===== config.mk =====
export PLATFORM = sky130hd
export DESIGN_NAME = axis_axi_write_master
export DESIGN_NICKNAME = d
export VERILOG_FILES = /design/src/rtl/axis_axi_write_master_pkg.sv /design/src/rtl/axi_burst_calc.sv /design/src/rtl/axis_axi_write_master.sv
export SDC_FILE = /design/constraint.sdc
export NUM_CORES = 1
export LEC_CHECK = 0
export BUFFER_PORTS_ARGS = -buffer_cell sky130_fd_sc_hd__clkbuf_2
export CAP_MARGIN = 0
export CORE_MARGIN = 4
export CORE_UTILIZATION = 47
export DETAILED_ROUTE_END_ITERATION = 12
export PLACE_DENSITY = 0.78
export SETUP_SLACK_MARGIN = 0.02
export SYNTH_ARGS = -nofsm -noshare
export SYNTH_HDL_FRONTEND = slang
export SYNTH_SLANG_ARGS = --single-unit

===== constraint.sdc =====
create_clock -name clk -period 5.2 [get_ports clk]
set_clock_uncertainty 0.05 [all_clocks]
set_input_delay 0.52 -clock clk [delete_from_list [all_inputs] [get_ports clk]]
set_output_delay 0.52 -clock clk [all_outputs]
set_load 0.01 [all_outputs]

===== src/rtl/axis_axi_write_master_pkg.sv =====
// Shared AXI encodings, the 4 KB burst boundary and the write-master state encoding.
// Shared by the write master and its burst-size helper.
package axis_axi_write_master_pkg;

  localparam logic [1:0]  AXI_BURST_INCR    = 2'b01;
  localparam logic [1:0]  AXI_RESP_OKAY     = 2'b00;
  localparam logic [1:0]  AXI_RESP_SLVERR   = 2'b10;
  localparam logic [3:0]  AXI_CACHE_DEFAULT = 4'b0011;
  localparam logic [12:0] AXI_4K_BYTES      = 13'd4096;

  typedef enum logic [1:0] {
    ST_IDLE   = 2'd0,
    ST_AW     = 2'd1,
    ST_W_DATA = 2'd2,
    ST_W_RESP = 2'd3
  } wm_state_t;

  function automatic logic [12:0] min13(input logic [12:0] a, input logic [12:0] b);
    return (a < b) ? a : b;
  endfunction

endpackage


===== src/rtl/axi_burst_calc.sv =====
// Beats for the next INCR burst: min(remaining, MAX_BURST_LEN, words to the next 4 KB line).
// Purely combinational so a read master can reuse it unchanged.
module axi_burst_calc
  import axis_axi_write_master_pkg::*;
#(
  parameter int LEN_WIDTH     = 16,
  parameter int MAX_BURST_LEN = 256,
  parameter int SIZE_LOG2     = 2
) (
  input  logic [11:0]          i_addr_lo,
  input  logic [LEN_WIDTH-1:0] i_remaining,
  output logic [8:0]           o_beats,
  output logic [7:0]           o_awlen
);

  localparam int RW = (LEN_WIDTH > 13) ? LEN_WIDTH : 13;

  logic [RW-1:0] w_rem_wide;
  logic [12:0]   w_rem;
  logic [12:0]   w_to_4k;
  logic [12:0]   w_max;
  logic [12:0]   w_beats;

  // Clamp remaining to 4096 first; no burst can exceed that anyway.
  assign w_rem_wide = RW'(i_remaining);
  assign w_rem      = (w_rem_wide > RW'(4096)) ? 13'd4096 : w_rem_wide[12:0];
  assign w_to_4k    = (AXI_4K_BYTES - {1'b0, i_addr_lo}) >> SIZE_LOG2;
  assign w_max      = 13'(MAX_BURST_LEN);
  assign w_beats    = min13(min13(w_rem, w_max), w_to_4k);

  assign o_beats = w_beats[8:0];
  assign o_awlen = 8'(w_beats - 13'd1);

endmodule


===== src/rtl/axis_axi_write_master.sv =====
// AXI-Stream to AXI4 write DMA: splits a (address, word count) command into INCR bursts
// that never cross 4 KB, streams s_axis onto W, and reports completion with an error flag.
module axis_axi_write_master
  import axis_axi_write_master_pkg::*;
#(
  parameter int DATA_WIDTH    = 32,
  parameter int ADDR_WIDTH    = 16,
  parameter int ID_WIDTH      = 8,
  parameter int AXI_ID        = 0,
  parameter int MAX_BURST_LEN = 256,
  parameter int LEN_WIDTH     = 16
) (
  input  logic                    clk,
  input  logic                    rst_n,
  input  logic [ADDR_WIDTH-1:0]   cmd_addr,
  input  logic [LEN_WIDTH-1:0]    cmd_len,
  input  logic                    cmd_valid,
  output logic                    cmd_ready,
  input  logic [DATA_WIDTH-1:0]   s_axis_tdata,
  input  logic                    s_axis_tvalid,
  output logic                    s_axis_tready,
  output logic [ID_WIDTH-1:0]     m_axi_awid,
  output logic [ADDR_WIDTH-1:0]   m_axi_awaddr,
  output logic [7:0]              m_axi_awlen,
  output logic [2:0]              m_axi_awsize,
  output logic [1:0]              m_axi_awburst,
  output logic                    m_axi_awlock,
  output logic [3:0]              m_axi_awcache,
  output logic [2:0]              m_axi_awprot,
  output logic                    m_axi_awvalid,
  input  logic                    m_axi_awready,
  output logic [DATA_WIDTH-1:0]   m_axi_wdata,
  output logic [DATA_WIDTH/8-1:0] m_axi_wstrb,
  output logic                    m_axi_wlast,
  output logic                    m_axi_wvalid,
  input  logic                    m_axi_wready,
  input  logic [1:0]              m_axi_bresp,
  input  logic                    m_axi_bvalid,
  output logic                    m_axi_bready,
  output logic                    busy,
  output logic                    status_valid,
  output logic                    status_error,
  output logic [1:0]              dbg_state
);

  localparam int BYTES     = DATA_WIDTH / 8;
  localparam int SIZE_LOG2 = $clog2(BYTES);

  // Every channel moves one item on a rising edge where its valid and ready are both high;
  // a source never drops valid or changes payload until that edge.

  wm_state_t             r_state;
  wm_state_t             w_state_next;
  logic [ADDR_WIDTH-1:0] r_addr;
  logic [LEN_WIDTH-1:0]  r_remaining;
  logic [8:0]            r_beats;
  logic [7:0]            r_awlen;
  logic [7:0]            r_beat_cnt;
  logic                  r_awvalid;
  logic                  r_error;
  logic                  r_status_valid;
  logic                  r_status_error;

  logic                  w_in_idle;
  logic                  w_in_wdata;
  logic                  w_in_wresp;
  logic                  w_cmd_fire;
  logic                  w_aw_fire;
  logic                  w_w_fire;
  logic                  w_b_fire;
  logic                  w_last_beat;
  logic                  w_resp_err;
  logic [8:0]            w_calc_beats;
  logic [7:0]            w_calc_awlen;
  logic [ADDR_WIDTH-1:0] w_addr_aligned;
  logic [ADDR_WIDTH-1:0] w_burst_bytes;

  axi_burst_calc #(
    .LEN_WIDTH     (LEN_WIDTH),
    .MAX_BURST_LEN (MAX_BURST_LEN),
    .SIZE_LOG2     (SIZE_LOG2)
  ) u_burst_calc (
    .i_addr_lo   (r_addr[11:0]),
    .i_remaining (r_remaining),
    .o_beats     (w_calc_beats),
    .o_awlen     (w_calc_awlen)
  );

  assign w_addr_aligned = cmd_addr & ~ADDR_WIDTH'(BYTES - 1);
  assign w_burst_bytes  = ADDR_WIDTH'({23'd0, r_beats} << SIZE_LOG2);
  assign w_resp_err     = (m_axi_bresp & AXI_RESP_SLVERR) != AXI_RESP_OKAY;

  assign w_cmd_fire  = w_in_idle && cmd_valid;
  assign w_aw_fire   = (r_state == ST_AW) && r_awvalid && m_axi_awready;
  assign w_w_fire    = w_in_wdata && s_axis_tvalid && m_axi_wready;
  assign w_b_fire    = w_in_wresp && m_axi_bvalid;
  assign w_last_beat = (r_beat_cnt == r_awlen);

  always_comb begin
    w_state_next = r_state;
    w_in_idle    = 1'b0;
    w_in_wdata   = 1'b0;
    w_in_wresp   = 1'b0;
    case (r_state)
      ST_IDLE: begin
        w_in_idle = 1'b1;
        if (cmd_valid && (cmd_len != '0)) w_state_next = ST_AW;
      end
      ST_AW: begin
        if (r_awvalid && m_axi_awready) w_state_next = ST_W_DATA;
      end
      ST_W_DATA: begin
        w_in_wdata = 1'b1;
        if (s_axis_tvalid && m_axi_wready && w_last_beat) w_state_next = ST_W_RESP;
      end
      ST_W_RESP: begin
        w_in_wresp = 1'b1;
        if (m_axi_bvalid) w_state_next = (r_remaining != '0) ? ST_AW : ST_IDLE;
      end
      default: w_state_next = ST_IDLE;
    endcase
  end

  always_ff @(posedge clk or negedge rst_n) begin
    if (!rst_n) r_state <= ST_IDLE;
    else        r_state <= w_state_next;
  end

  always_ff @(posedge clk or negedge rst_n) begin
    if (!rst_n) begin
      r_addr         <= '0;
      r_remaining    <= '0;
      r_beats        <= '0;
      r_awlen        <= '0;
      r_beat_cnt     <= '0;
      r_awvalid      <= 1'b0;
      r_error        <= 1'b0;
      r_status_valid <= 1'b0;
      r_status_error <= 1'b0;
    end else begin
      r_status_valid <= 1'b0;
      if (w_cmd_fire) begin
        r_addr      <= w_addr_aligned;
        r_remaining <= cmd_len;
        r_error     <= 1'b0;
        if (cmd_len == '0) begin
          r_status_valid <= 1'b1;
          r_status_error <= 1'b0;
        end else begin
          r_awvalid <= 1'b1;
        end
      end
      // Burst size is frozen at the AW handshake; W beats count against it.
      if (w_aw_fire) begin
        r_awvalid  <= 1'b0;
        r_beats    <= w_calc_beats;
        r_awlen    <= w_calc_awlen;
        r_beat_cnt <= '0;
      end
      if (w_w_fire) begin
        if (w_last_beat) begin
          r_addr      <= r_addr + w_burst_bytes;
          r_remaining <= r_remaining - LEN_WIDTH'(r_beats);
        end else begin
          r_beat_cnt <= r_beat_cnt + 8'd1;
        end
      end
      if (w_b_fire) begin
        r_error <= r_error | w_resp_err;
        if (r_remaining != '0) begin
          r_awvalid <= 1'b1;
        end else begin
          r_status_valid <= 1'b1;
          r_status_error <= r_error | w_resp_err;
        end
      end
    end
  end

  assign cmd_ready     = w_in_idle && rst_n;
  assign s_axis_tready = w_in_wdata && m_axi_wready;

  assign m_axi_awid    = ID_WIDTH'(AXI_ID);
  assign m_axi_awaddr  = r_addr;
  assign m_axi_awlen   = w_calc_awlen;
  assign m_axi_awsize  = 3'(SIZE_LOG2);
  assign m_axi_awburst = AXI_BURST_INCR;
  assign m_axi_awlock  = 1'b0;
  assign m_axi_awcache = AXI_CACHE_DEFAULT;
  assign m_axi_awprot  = 3'b000;
  assign m_axi_awvalid = r_awvalid;

  assign m_axi_wdata   = s_axis_tdata;
  assign m_axi_wstrb   = '1;
  assign m_axi_wlast   = w_in_wdata && w_last_beat;
  assign m_axi_wvalid  = w_in_wdata && s_axis_tvalid;
  assign m_axi_bready  = w_in_wresp;

  assign busy          = (r_state != ST_IDLE);
  assign status_valid  = r_status_valid;
  assign status_error  = r_status_error;
  assign dbg_state     = r_state;

endmodule

After elaboration in Yosys (flattened, before gate mapping)
Index checks and enable logic that the tools add are counted.
{ "word_totals": {"elab_cells": 83, "input_bits": 73, "ram_bits": 0, "mem_count": 0, "regBits": 63, "latch_bits": 0, "romBits": 0, "out_inout_bits": 92} }
{ "classes": {"shifts": 0, "n_mul": 0, "div_mod_pow": 0, "magnitude_cmp": 3, "mux": 36, "reduce_logical": 20, "bitwise": 1, "add_sub_neg": 5, "n_eq_ne": 8} }
{ "op_table": {"columns": ["op", "count"], "rows": [
  ["16-bit two-way mux", 6],
  ["16-bit nonzero test", 2],
  ["13-bit two-way mux", 2],
  ["8-bit two-way mux", 3],
  ["1-bit two-way mux", 19],
  ["16-bit by 11-bit adder with 16-bit output", 1],
  ["16-bit by 13-bit greater-than comparator with 1-bit output, second input constant", 1],
  ["16-bit logical NOT", 1],
  ["16-bit by 9-bit subtractor with 16-bit output", 1],
  ["1-bit logical AND", 13],
  ["13-bit by 11-bit < comparator with 1-bit output", 1],
  ["13-bit by 9-bit < comparator with 1-bit output, second input constant", 1],
  ["13-bit by 12-bit subtractor with 13-bit output, first input constant", 1],
  ["9-bit two-way mux", 1],
  ["8-bit by 1-bit adder with 8-bit output, second input constant", 1],
  ["8-bit equality test", 1],
  ["2-bit two-way mux", 4],
  ["2-bit one-hot mux with 4 select lines", 1],
  ["8-bit by 1-bit subtractor with 8-bit output, second input constant", 1],
  ["2-bit != test, second input constant", 3],
  ["2-bit equality test, second input constant", 2],
  ["4-bit AND reduction", 1],
  ["2-bit nonzero test", 2],
  ["2-bit by 1-bit equality test with 1-bit output, second input constant", 1],
  ["3 further kinds", 3]
]} }

Longest topological paths before layout
{ "logic_depth": {"depth_word": 7, "ltp_mapped": 21, "mapped_depth_nobuf": 18} }

Modules after synthesis
A second synthesis with hierarchy kept.
{ "hier_totals": {"cells_unflattened": 620, "hier_area_um2": 5395.2} }
{ "by_module_without_submodules": {"columns": ["mod", "seq_area_each_um2", "area_each_um2", "n_inst", "cells_per_inst"], "rows": [
  ["axis_axi_write_master", 1576.5, 4406.7, 1, 470],
  ["axi_burst_calc", 0.0, 988.4, 1, 150]
]} }

Worst setup path after synthesis
Ideal clock, no wire load.
{ "synth_path": {"path_kind": "register -> output", "start": "register r_addr[3], in the netlist m_axi_awaddr[3]", "end": "output m_axi_awlen[6]", "slack_ps": -206, "required_time_ps": 4630, "stages_incl_launch_ff": 20, "arrival_time_ps": 4836, "cell_sequence": "dfrtp_1 or4_4 or3_1 buf_2 or3_4 or3_4 or3_4 ha_1 nand4_1 nor2_1 a211oi_2 buf_2 buf_2 a21oi_1 ha_1 clkbuf_1 nor4_1 a31oi_1 xnor2_1 mux2i_1"} }
{ "synth_between": {"elab_chain_cells": 4} }
{ "synth_lines": {"columns": ["element", "line_no", "text"], "rows": [
  ["from (decl)", "axis_axi_write_master.sv:54", "logic [ADDR_WIDTH-1:0] r_addr;"],
  ["from (signal assigned)", "axis_axi_write_master.sv:143", "r_addr <= w_addr_aligned;"],
  ["from (signal assigned)", "axis_axi_write_master.sv:162", "r_addr <= r_addr + w_burst_bytes;"],
  ["13-bit by 12-bit subtractor with 13-bit output *", "axi_burst_calc.sv:27", "assign w_to_4k = (AXI_4K_BYTES - {1'b0, i_addr_lo}) >> SIZE_LOG2;"],
  ["13-bit by 11-bit < comparator with 1-bit output", "axis_axi_write_master_pkg.sv:19", "return (a < b) ? a : b;"],
  ["9-bit two-way mux *", "axis_axi_write_master_pkg.sv:19", null],
  ["8-bit by 1-bit subtractor with 8-bit output *", "axi_burst_calc.sv:32", "assign o_awlen = 8'(w_beats - 13'd1);"],
  ["to (decl)", "axis_axi_write_master.sv:24", "output logic [7:0] m_axi_awlen,"]
]} }
Mark *: on every way between the ends. The rest lies on a longest branch, timed or not.

Worst setup path after layout
{ "layout_path": {"start": "register r_addr[1], in the netlist m_axi_awaddr[1]", "end": "output m_axi_awlen[6]"} }
The elaborated chain is that of the path after synthesis.

==> run_results.csv <==
group,metric,value,unit
outcome,outcome,"complete, but fails checks",
outcome,violations,"negative setup slack",
pwr,switching_share,0.473,
final_layout,final_cells,803,
floorplan,core,10500,um^2
final_layout,syn_to_final_growth,10.9,%
synth,synth_edf_count,0,
critical_path,cp_max_fo,5,
sta,relSlewSlack,0.453,
global_routing,overflow,0,
route,final_antenna_net_count,0,
route,drcViolationCount,0,
sta,rsz0062_at_grt,"true",
placed_design,gp_congestion,0.889,
flow_run,drv_cap,0,
route,dr.pass1.iters,5,
cts,cts_buffer_depth,2,
sta,slew_violations,0,
route,vias,4557,
synth,async_reset_ff_frac,1.00,
route,wire_per_inst,16.4,um
critical_path,end_kind,"output pin",
cts,clk_latency,0.35,ns
pwr,p_clk_frac,0.121,
synth,synth_ff_type,"dfrtp_1",
floorplan,start_util,0.491,
synth,synth_area_leaders,"dfrtp_1 (31%), ha_1 (8.5%), buf_4 (8.3%)",
synth,synth_area,5160,um^2
synth,yosys.area.top_type,"dfrtp_1",
placed_design,dpl.hpwl,9.89,mm
cts,ctsHoldBuffers,0,
synth,synth.avg_cell_area,8.37,um^2
route,viasPerCell,5.67,
route,first_iter_violations,287,
global_routing,grt_max_degree,65,
cts,clkTransAtPathRegs,0.08,ns
sta,fin_crit,5.35,ns
sta,setup_viol,2,
cts,cts_buffers,9,
sta,fin_crit_sh,1.03,
critical_path,arrival,4.78,ns
synth,ys_warn_count,0,
critical_path,cp_data_required_time,4.63,ns
global_routing,grt_pass1_vias,4424,
pwr,p_int,1900,uW
pwr,power.share.sequential,0.276,
placed_design,portBuffers,72,
sta,hold_ws,0.279,ns
synth,ys_seq_area_frac,0.306,
synth,synth_common_cells,"nand2_1 (69), dfrtp_1 (63), buf_4 (57)",
critical_path,critical_path_class,"reg2out",
global_routing,antenna_found_initial,0,
floorplan,die_w,113,um
final_layout,fillers,935,
synth,syn_inst,616,
global_routing,grt_use_total,0.200,
sta,hold_viol_final,0,
route,routed_wl,13.2,mm
floorplan,io_pins,165,
pwr,comb_power_share,0.603,
final_layout,nNetsFinal,772,
floorplan,row_count,37,
critical_path,startpoint_type,"flip-flop",
cts,clkSinkCount,63,
cts,cts.htree.levels,3,
pwr,cellPowerDensity,630,nW/um^2
synth,synth_top_area_share,0.306,
synth,synth.distinct_cells,56,
synth,synth-seq-cells,63,
pwr,total_power,3600,uW
sta,fin_tns_setup,-0.192,ns
hold_path,hp-class,"in2async",
pwr,peakVddDrop,0.000305,V
cts,tritoncts,"yes",
pwr,p_sw,1700,uW
placed_design,place_area,5400,um^2
floorplan,die_h,113,um
global_routing,grt_pass1_wl,21.1,mm
floorplan,die_area,12700,um^2
placed_design,placed_cells,783,
pwr,leakagePower,0.00270,uW
final_layout,antenna_cells_inserted,0,
sta,tightestPinTransition,0.821,ns
cts,clock-root-buffer,"clkbuf_8",
sta,max_freq,187,MHz
synth,yosysMostFrequentCell,"nand2_1",
final_layout,drive_gt1_frac,0.214,
final_layout,finalInstanceArea,5720,um^2
sta,finalWorstSetupSlack,-0.152,ns
-- layout make-up --
| cell class | count | area (um^2) | area share |
|---|---|---|---|
| tap | 136 | 170 | 0.0298 |
| timing repair buffer | 92 | 514 | 0.0899 |
| inverter | 22 | 82.6 | 0.0144 |
| multi-input combinational | 474 | 3180 | 0.556 |
| clock buffer | 9 | 124 | 0.0217 |
| sequential | 63 | 1580 | 0.276 |
| clock inverter | 7 | 72.6 | 0.0127 |
-- logic make-up after synthesis --
family,count (synthesis),share of synthesized area
AO/OA/AOI/OAI,138,0.166
other,2,0.00146
flip-flops,63,0.306
AND/OR/NAND/NOR,211,0.201
adder cells (fa/ha/maj),37,0.0927
XOR/XNOR,35,0.0609
multiplexers,26,0.0534
buffers and inverters,104,0.118
-- flip-flops by register name (all words and copies together) (netlist names) --
| name | count |
|---|---|
| status_error | 1 |
| r_beat_cnt | 8 |
| r_error | 1 |
| r_remaining | 16 |
| r_awlen | 8 |
| dbg_state | 2 |
| status_valid | 1 |
| m_axi_awaddr | 16 |
| m_axi_awvalid | 1 |
| r_beats | 9 |
-- power by group through the flow --
stage	registers (uW)	clock network (uW)	logic, uW
after floorplan	920	0	1560
after global placement	981	0	1960
after detailed placement	994	0	2040
after CTS	986	444	2090
after global routing	1020	464	2430
final	996	434	2170
-- critical path, stage by stage, from the launching register on --
cell and delay [ns]:
dfrtp_1 0.38, or4_4 0.55, or3_4 0.38, or3_4 0.37
or3_4 0.37, or3_4 0.37, nand2_2 0.09, ha_4 0.13
nand4_1 0.10, nor2_1 0.18, a211oi_2 0.09, buf_4 0.16
mux2_4 0.33, ha_4 0.18, nor4_2 0.13, a31oi_1 0.08
xnor2_1 0.14, mux2i_1 0.21, buf_2 0.18
-- worst paths after layout --
check | startpoint | endpoint | slack (ns) | cells past startpoint
max | m_axi_awaddr[1]$_DFFE_PN0P_ | m_axi_awlen[6] | -0.15 | 18
min | rst_n | r_remaining[11]$_DFF_PN0_ | 0.28 | 2
max reg2reg | m_axi_awaddr[1]$_DFFE_PN0P_ | r_awlen[6]$_DFFE_PN0P_ | 0.55 | 19
min reg2reg | r_beat_cnt[7]$_DFF_PN0_ | r_beat_cnt[7]$_DFF_PN0_ | 0.46 | 1
max in group asynchronous | rst_n | m_axi_awaddr[3]$_DFF_PN0_ | 4.24 | 2
min in group clk | cmd_addr[12] | m_axi_awaddr[12]$_DFF_PN0_ | 0.38 | 3
-- layout by cell type (no fill, tap or decap), types with 3 or more instances in the layout --
cell type,synthesis,final
clkbuf_2,0,69
nand2_1,69,68
dfrtp_1,63,62
nor2_1,44,44
o21ai_0,44,42
ha_1,35,32
a21oi_1,30,29
conb_1,2,27
inv_1,22,22
xnor2_1,22,21
buf_4,57,19
nand3_1,15,15
mux2i_1,14,14
and3_1,12,12
xor2_1,12,12
and2_1,11,11
nor3_1,12,11
mux2_2,12,11
clkbuf_8,0,9
or3_1,9,8
nor4_1,8,7
a31oi_1,7,7
nand2b_1,6,6
nand4_1,6,6
a211oi_1,7,6
o21a_1,6,6
o31ai_1,6,6
o21ai_1,4,5
nor2b_1,5,5
or3_4,3,4
or2_2,4,4
a21o_1,4,4
a311oi_1,4,4
and4_1,3,3
a211o_1,3,3
o211ai_1,3,3
o32ai_1,3,3
ha_4,0,3
buf_2,5,3
-- layer usage --
layer	GRT usage	wire length, um
met2	0.340	6490
met5	0	0
met4	0.0625	293
met3	0.0396	906
met1	0.255	5500
-- what timing repair did --
| item | in CTS | in global routing |
|---|---|---|
| gates resized for setup | 5 | 13 |
| endpoints found under the setup margin | 3 | 3 |
| buffers inserted | 1 | 3 |
| pin swaps | 4 | 2 |
-- per-stage QoR --
step	worst slack [ns]	utilization
after floorplan	0.00264	-
after global placement	0.116	0.514
after detailed placement	-0.00673	0.514
after CTS	-0.0938	0.536
after global routing	-0.275	0.544
final	-0.152	0.544
No activity file was read; power rests on OpenSTA's default activity.
